File: src/rtl/memory_ctrl_fsm_if.sv
// Request/response bundle between the pin-side master and memory_ctrl_fsm.
// The master drives the request fields; the controller (slave) drives the response fields.
interface memory_ctrl_fsm_if #(
    parameter int unsigned WIDTH = 8,
    parameter int unsigned DEPTH = 8
);
    localparam int unsigned ADDR_W = $clog2(DEPTH);

    logic              i_select;
    logic              i_operation;
    logic [ADDR_W-1:0] i_addr;
    logic [WIDTH-1:0]  i_wdata;
    logic              i_parity_inject;
    logic              o_ready;
    logic              o_done;
    logic [WIDTH-1:0]  o_rdata;
    logic              o_error;
    logic              o_parity_err;
    logic              o_operation;
    logic              o_select;

    modport master (
        output i_select, i_operation, i_addr, i_wdata, i_parity_inject,
        input  o_ready, o_done, o_rdata, o_error, o_parity_err, o_operation, o_select
    );

    modport slave (
        input  i_select, i_operation, i_addr, i_wdata, i_parity_inject,
        output o_ready, o_done, o_rdata, o_error, o_parity_err, o_operation, o_select
    );
endinterface

File: src/rtl/memory_ctrl_fsm.sv
// WIDTH x DEPTH register-file memory sequenced by an IDLE/ACCESS/RESPOND handshake FSM.
// Define MEMCTRL_PARITY_EN to store a per-word even-parity bit and report read mismatches.
module memory_ctrl_fsm #(
    parameter int unsigned WIDTH = 8,
    parameter int unsigned DEPTH = 8
) (
    input logic              i_clock,
    input logic              i_reset,
    memory_ctrl_fsm_if.slave bus
);
    localparam int unsigned ADDR_W = $clog2(DEPTH);

    typedef enum logic [1:0] {StIdle, StAccess, StRespond} state_e;

    state_e            state_q, state_d;
    logic              op_q;
    logic [ADDR_W-1:0] addr_q;
    logic [WIDTH-1:0]  wdata_q;
    logic [WIDTH-1:0]  rdata_q;
    logic              err_q;
    logic              perr_q;
    logic [WIDTH-1:0]  mem_q [DEPTH];
    logic              accept;
    logic              in_range;

    assign accept   = (state_q == StIdle) && bus.i_select;
    assign in_range = (32'(addr_q) < DEPTH);

    always_ff @(posedge i_clock) begin
        if (i_reset) begin
            state_q <= StIdle;
        end else begin
            state_q <= state_d;
        end
    end

    always_comb begin
        state_d = state_q;
        case (state_q)
            StIdle:    if (bus.i_select) state_d = StAccess;
            StAccess:  state_d = StRespond;
            StRespond: state_d = StIdle;
            default:   state_d = StIdle;
        endcase
    end

    always_comb begin
        bus.o_ready     = (state_q == StIdle);
        bus.o_select    = (state_q != StIdle);
        bus.o_done      = (state_q == StRespond);
        bus.o_operation = (state_q != StIdle) && op_q;
        bus.o_error     = (state_q == StRespond) && err_q;
        bus.o_parity_err = (state_q == StRespond) && perr_q;
        bus.o_rdata     = rdata_q;
    end

    // Request fields are captured only at accept, so later pin activity is ignored.
    always_ff @(posedge i_clock) begin
        if (i_reset) begin
            op_q    <= 1'b0;
            addr_q  <= '0;
            wdata_q <= '0;
            rdata_q <= '0;
            err_q   <= 1'b0;
            for (int i = 0; i < DEPTH; i++) begin
                mem_q[i] <= '0;
            end
        end else begin
            if (accept) begin
                op_q    <= bus.i_operation;
                addr_q  <= bus.i_addr;
                wdata_q <= bus.i_wdata;
            end
            if (state_q == StAccess) begin
                err_q <= !in_range;
                if (in_range) begin
                    if (op_q) begin
                        mem_q[addr_q] <= wdata_q;
                    end else begin
                        rdata_q <= mem_q[addr_q];
                    end
                end
            end
        end
    end

`ifdef MEMCTRL_PARITY_EN
    logic inject_q;
    logic par_q [DEPTH];

    always_ff @(posedge i_clock) begin
        if (i_reset) begin
            inject_q <= 1'b0;
            perr_q   <= 1'b0;
            for (int i = 0; i < DEPTH; i++) begin
                par_q[i] <= 1'b0;
            end
        end else begin
            if (accept) begin
                inject_q <= bus.i_parity_inject;
            end
            if (state_q == StAccess) begin
                perr_q <= 1'b0;
                if (in_range) begin
                    if (op_q) begin
                        par_q[addr_q] <= (^wdata_q) ^ inject_q;
                    end else begin
                        perr_q <= (^mem_q[addr_q]) != par_q[addr_q];
                    end
                end
            end
        end
    end
`else
    logic unused_parity_inject;

    assign unused_parity_inject = bus.i_parity_inject;
    assign perr_q               = 1'b0;
`endif

endmodule

File: src/flat_wrapper.sv
// flat-port wrapper written by rule: the top's interface ports become plain ports
module memory_ctrl_fsm_flat 
#(
    parameter int unsigned WIDTH = 8,
    parameter int unsigned DEPTH = 8
)
  (i_clock, i_reset, bus_i_select, bus_i_operation, bus_i_addr, bus_i_wdata, bus_i_parity_inject, bus_o_ready, bus_o_done, bus_o_rdata, bus_o_error, bus_o_parity_err, bus_o_operation, bus_o_select);
  memory_ctrl_fsm_if #(.WIDTH(WIDTH), .DEPTH(DEPTH)) bus_i ();
  input logic i_clock;
  input logic i_reset;
  input wire logic [$bits(bus_i.i_select)-1:0] bus_i_select;
  input wire logic [$bits(bus_i.i_operation)-1:0] bus_i_operation;
  input wire logic [$bits(bus_i.i_addr)-1:0] bus_i_addr;
  input wire logic [$bits(bus_i.i_wdata)-1:0] bus_i_wdata;
  input wire logic [$bits(bus_i.i_parity_inject)-1:0] bus_i_parity_inject;
  output wire logic [$bits(bus_i.o_ready)-1:0] bus_o_ready;
  output wire logic [$bits(bus_i.o_done)-1:0] bus_o_done;
  output wire logic [$bits(bus_i.o_rdata)-1:0] bus_o_rdata;
  output wire logic [$bits(bus_i.o_error)-1:0] bus_o_error;
  output wire logic [$bits(bus_i.o_parity_err)-1:0] bus_o_parity_err;
  output wire logic [$bits(bus_i.o_operation)-1:0] bus_o_operation;
  output wire logic [$bits(bus_i.o_select)-1:0] bus_o_select;
  assign bus_i.i_select = bus_i_select;
  assign bus_i.i_operation = bus_i_operation;
  assign bus_i.i_addr = bus_i_addr;
  assign bus_i.i_wdata = bus_i_wdata;
  assign bus_i.i_parity_inject = bus_i_parity_inject;
  assign bus_o_ready = bus_i.o_ready;
  assign bus_o_done = bus_i.o_done;
  assign bus_o_rdata = bus_i.o_rdata;
  assign bus_o_error = bus_i.o_error;
  assign bus_o_parity_err = bus_i.o_parity_err;
  assign bus_o_operation = bus_i.o_operation;
  assign bus_o_select = bus_i.o_select;
  memory_ctrl_fsm #(.WIDTH(WIDTH), .DEPTH(DEPTH)) u_core (.i_clock(i_clock), .i_reset(i_reset), .bus(bus_i));
endmodule
File: config.mk
export PLATFORM = sky130hd
export DESIGN_NAME = memory_ctrl_fsm_flat
export DESIGN_NICKNAME = d
export VERILOG_FILES = /design/src/rtl/memory_ctrl_fsm_if.sv /design/src/rtl/memory_ctrl_fsm.sv /design/src/flat_wrapper.sv
export SDC_FILE = /design/constraint.sdc
export NUM_CORES = 1
export LEC_CHECK = 0
export ABC_CLOCK_PERIOD_IN_PS = 1480
export BUFFER_PORTS_ARGS = -buffer_cell sky130_fd_sc_hd__buf_2
export CAP_MARGIN = 20
export CORE_ASPECT_RATIO = 0.6
export CORE_MARGIN = 3
export CORE_UTILIZATION = 56
export CTS_BUF_LIST = sky130_fd_sc_hd__clkbuf_8
export CTS_CLUSTER_DIAMETER = 120
export DETAILED_ROUTE_END_ITERATION = 7
export MAX_ROUTING_LAYER = met4
export PLACE_DENSITY_LB_ADDON = 0.15
export SYNTH_ARGS = -nofsm -noshare
export SYNTH_HDL_FRONTEND = slang
export SYNTH_SLANG_ARGS = --single-unit
export TNS_END_PERCENT = 20
File: constraint.sdc
create_clock -name i_clock -period 1.48 [get_ports i_clock]
set_input_delay 0.296 -clock i_clock [delete_from_list [all_inputs] [get_ports i_clock]]
set_output_delay 0.296 -clock i_clock [all_outputs]
set_load 0.02 [all_outputs]
==> run_results.csv <==
group,metric,value,unit
worst_hold_path,hold_class,"input port to flip-flop",
synthesis,synth.distinct_cells,25,
final_layout,diodes,0,
timing,clock_skew,0.0108,ns
timing,finalHoldViolCount,0,
cts,cts_buffers,9,
cts,tritoncts,"done",
power,combPwrFrac,0.102,
floorplan,io_pins,30,
final_layout,fin_nets,373,
critical_path,critPathKind,"flip-flop to flip-flop",
cts,postCtsHoldBufs,0,
worst_hold_path,hold_path_end,"u_core.addr_q[2]$_SDFFE_PP0P_",
timing,final_max_slew_viol_count,0,
critical_path,worstRegToRegCells,3,
final_layout,drive_gt1_frac,0.290,
floorplan,fp.coreArea,6410,µm²
critical_path,r2r-end,"u_core.mem_q[1][1]$_SDFFCE_PN0P_",
final_layout,fin_area,4680,µm²
worst_hold_path,holdCritStartpoint,"bus_i_addr[2]",
cts,clock_path_buffers,2,
synthesis,synth_warnings,0,
global_routing,overflow,0,
floorplan,rows,22,
timing,rsz0062_at_grt,"true",
power,p_sw_frac,0.235,
routing,vias,2470,
cts,cts_setup_buffers,0,
global_routing,grt_first_pass_wirelength,13400,µm
timing,finalCritPeriodShare,1.00,
critical_path,path_max_fanout,8,
synthesis,synthesis.instances,301,
synthesis,syn-mean-instance-area,12.9,µm²
timing,setup_ws,-0.00674,ns
power,p_clk_frac,0.348,
routing,drt_first_pass_iters,4,
cts,clk_latency,0.35,ns
routing,wire_per_inst,19.1,µm
routing,vias_per_cell,5.54,
outcome,failed_checks,"negative setup slack",
placement,place_congestion,0.846,
placement,place_area,4330,µm²
placement,io_buffers,26,
timing,fin_tns_setup,-0.0188,ns
critical_path,r2r-start,"u_core.addr_q[1]$_SDFFE_PP0P_",
synthesis,seq_area_frac_synth,0.607,
global_routing,antenna_found_initial,0,
critical_path,critPathCaptureType,"flip-flop",
final_layout,fin_util,0.729,
floorplan,fp.dieArea,8020,µm²
power,p_int,3.85,mW
routing,drt_iter0_drc,154,
timing,fmax,673,MHz
global_routing,grt_pass1_vias,2508,
placement,place_inst,429,
final_layout,fill_cells,445,
timing,finalSetupViolations,3,
critical_path,cp_data_arrival_time,1.54,ns
routing,route.detailed.drc,0,
power,power.switching,1.18,mW
floorplan,die_w,114,µm
global_routing,grt_use_total,0.238,
power,power.leakage,1.82,nW
power,powerDensity,1080,nW/µm²
placement,dpl.hpwl,5800,µm
floorplan,initial_core_util,0.607,
cts,cts.htree.levels,3,
outcome,outcome,"finished, violations left",
final_layout,finalNonFillerCells,446,
routing,wirelength,8520,µm
global_routing,grt_max_degree,31,
power,ir_drop,0.614,mV
cts,cts-root-buf,"clkbuf_8",
placement,post-place-ws,-0.137,ns
cts,clock_sinks,86,
floorplan,fp.dieH,70.6,µm
critical_path,crit_required,1.54,ns
power,power_frac_seq,0.550,
synthesis,synth_area,3890,µm²
routing,ant_nets,0,
final_layout,syn2layout_area_growth,20.1,%
synthesis,ys_ff_latch,86,
worst_hold_path,holdPathStages,3,
run,drv_cap,0,
cts,clk_pin_slew,0.09,ns
timing,fin_crit,1.49,ns
critical_path,startpoint_type,"flip-flop",
critical_path,ff2ff_setup_slack,-0.007,ns
[worst max-delay path, stage by stage, from the launching register on]
cell and delay, ns:
dfxtp_1 0.39, or2_2 0.39, nor3_4 0.17, or2_4 0.23
[layout by cell type, fill, tap and decap left out, types with 3 or more instances in the layout]
cell and instances:
dfxtp_2 4, edfxtp_1 64, dfxtp_1 17, buf_4 23, and2_1 64, nor2_1 20
o31a_1 8, o21ai_0 6, mux2i_2 3, buf_12 4, a21oi_1 8, inv_1 11
nor3_4 8, buf_6 7, mux2i_1 41, buf_2 24, or2_4 5, o22ai_1 8
clkbuf_8 9, or2_1 3
[synthesized netlist by cell type]
cell type	instances	area, µm²
inv_1	10	37.5
or3b_1	1	8.76
dfxtp_1	22	440
nor2b_1	3	18.8
and2_1	64	400
o21ai_0	8	40.0
buf_6	2	22.5
buf_4	5	37.5
o31a_1	8	70.1
a21oi_1	8	40.0
nand2_1	1	3.75
nor3_4	8	130
edfxtp_1	64	1920
nand4bb_1	1	11.3
buf_2	5	25.0
nor3b_1	1	7.51
o22ai_1	8	50.1
nor3b_2	2	25.0
conb_1	1	3.75
nand2b_1	2	12.5
mux2i_1	44	440
or2_1	5	31.3
nor2_1	21	78.8
clkbuf_1	3	11.3
or2_2	4	25.0
[layout make-up]
cell class	instances	area, µm²	share of cell area
Timing Repair Buffer	59	477	0.102
Sequential cell	86	2370	0.507
Tap cell	84	105	0.0225
Multi-Input combinational cell	191	1470	0.315
Clock buffer	9	124	0.0265
Clock inverter	7	90.1	0.0193
Inverter	10	37.5	0.00803
[power by group through the flow]
stage / clock, mW / combinational [mW] / sequential [mW]
2_1_floorplan: 0 / 0.292 / 2.79
3_3_place_gp: 0 / 0.467 / 2.81
3_5_place_dp: 0 / 0.475 / 2.82
4_1_cts: 1.77 / 0.481 / 2.76
5_1_grt: 1.91 / 0.561 / 2.78
6_report: 1.75 / 0.516 / 2.77
[sequential cells by signal (all words and copies together) (netlist names)]
| register | count |
|---|---|
| u_core.mem_q | 64 |
| u_core.bus.o_rdata | 8 |
| u_core.wdata_q | 8 |
| u_core.addr_q | 3 |
| u_core.state_q | 2 |
| u_core.op_q | 1 |
[kinds of logic after synthesis]
family,after synthesis,share of synthesized area
compound gates,32,0.0514
buf+inv,25,0.0344
flops,86,0.607
mux,44,0.113
other cells,1,0.000963
simple gates,113,0.193
[how the worst max path moves through the flow]
stage                                    from                          endpoint  cells after the start
6_report        u_core.addr_q[1]$_SDFFE_PP0P_  u_core.mem_q[1][1]$_SDFFCE_PN0P_                      3
5_1_grt         u_core.addr_q[1]$_SDFFE_PP0P_  u_core.mem_q[1][1]$_SDFFCE_PN0P_                      3
4_1_cts        u_core.state_q[0]$_SDFFE_PP0P_                   bus_o_operation                      4
3_5_place_dp                          i_reset  u_core.mem_q[4][0]$_SDFFCE_PN0P_                      6
3_3_place_gp                          i_reset  u_core.mem_q[4][0]$_SDFFCE_PN0P_                      6
2_1_floorplan  u_core.state_q[1]$_SDFFE_PP0P_  u_core.mem_q[4][0]$_SDFFCE_PN0P_                      4
[per-layer routing]
metal / up-vias / GRT usage / routed length, µm / part of all wire
li1: 1177 / - / - / -
met1: 1218 / 0.334 / 4170 / 0.49
met2: 68 / 0.335 / 3730 / 0.44
met3: 7 / 0.0786 / 531 / 0.062
met4: 0 / 0.0613 / 93 / 0.011
met5: - / - / 0 / 0
[stage by stage]
step	power (mW)	hold slack, ns
CTS	5.02	0.167
detailed placement	3.29	0.525
global placement	3.28	0.526
floorplan	3.09	0.443
finish	5.04	0.175
global route	5.26	0.169
[timing repair]
action,4_1_cts,5_1_grt
pin swaps,0,4
setup endpoints to repair,36,75
endpoints found under the hold margin,0,0
resized for setup,6,25
gates cloned,0,1
Power figures use the tool's default switching activity.
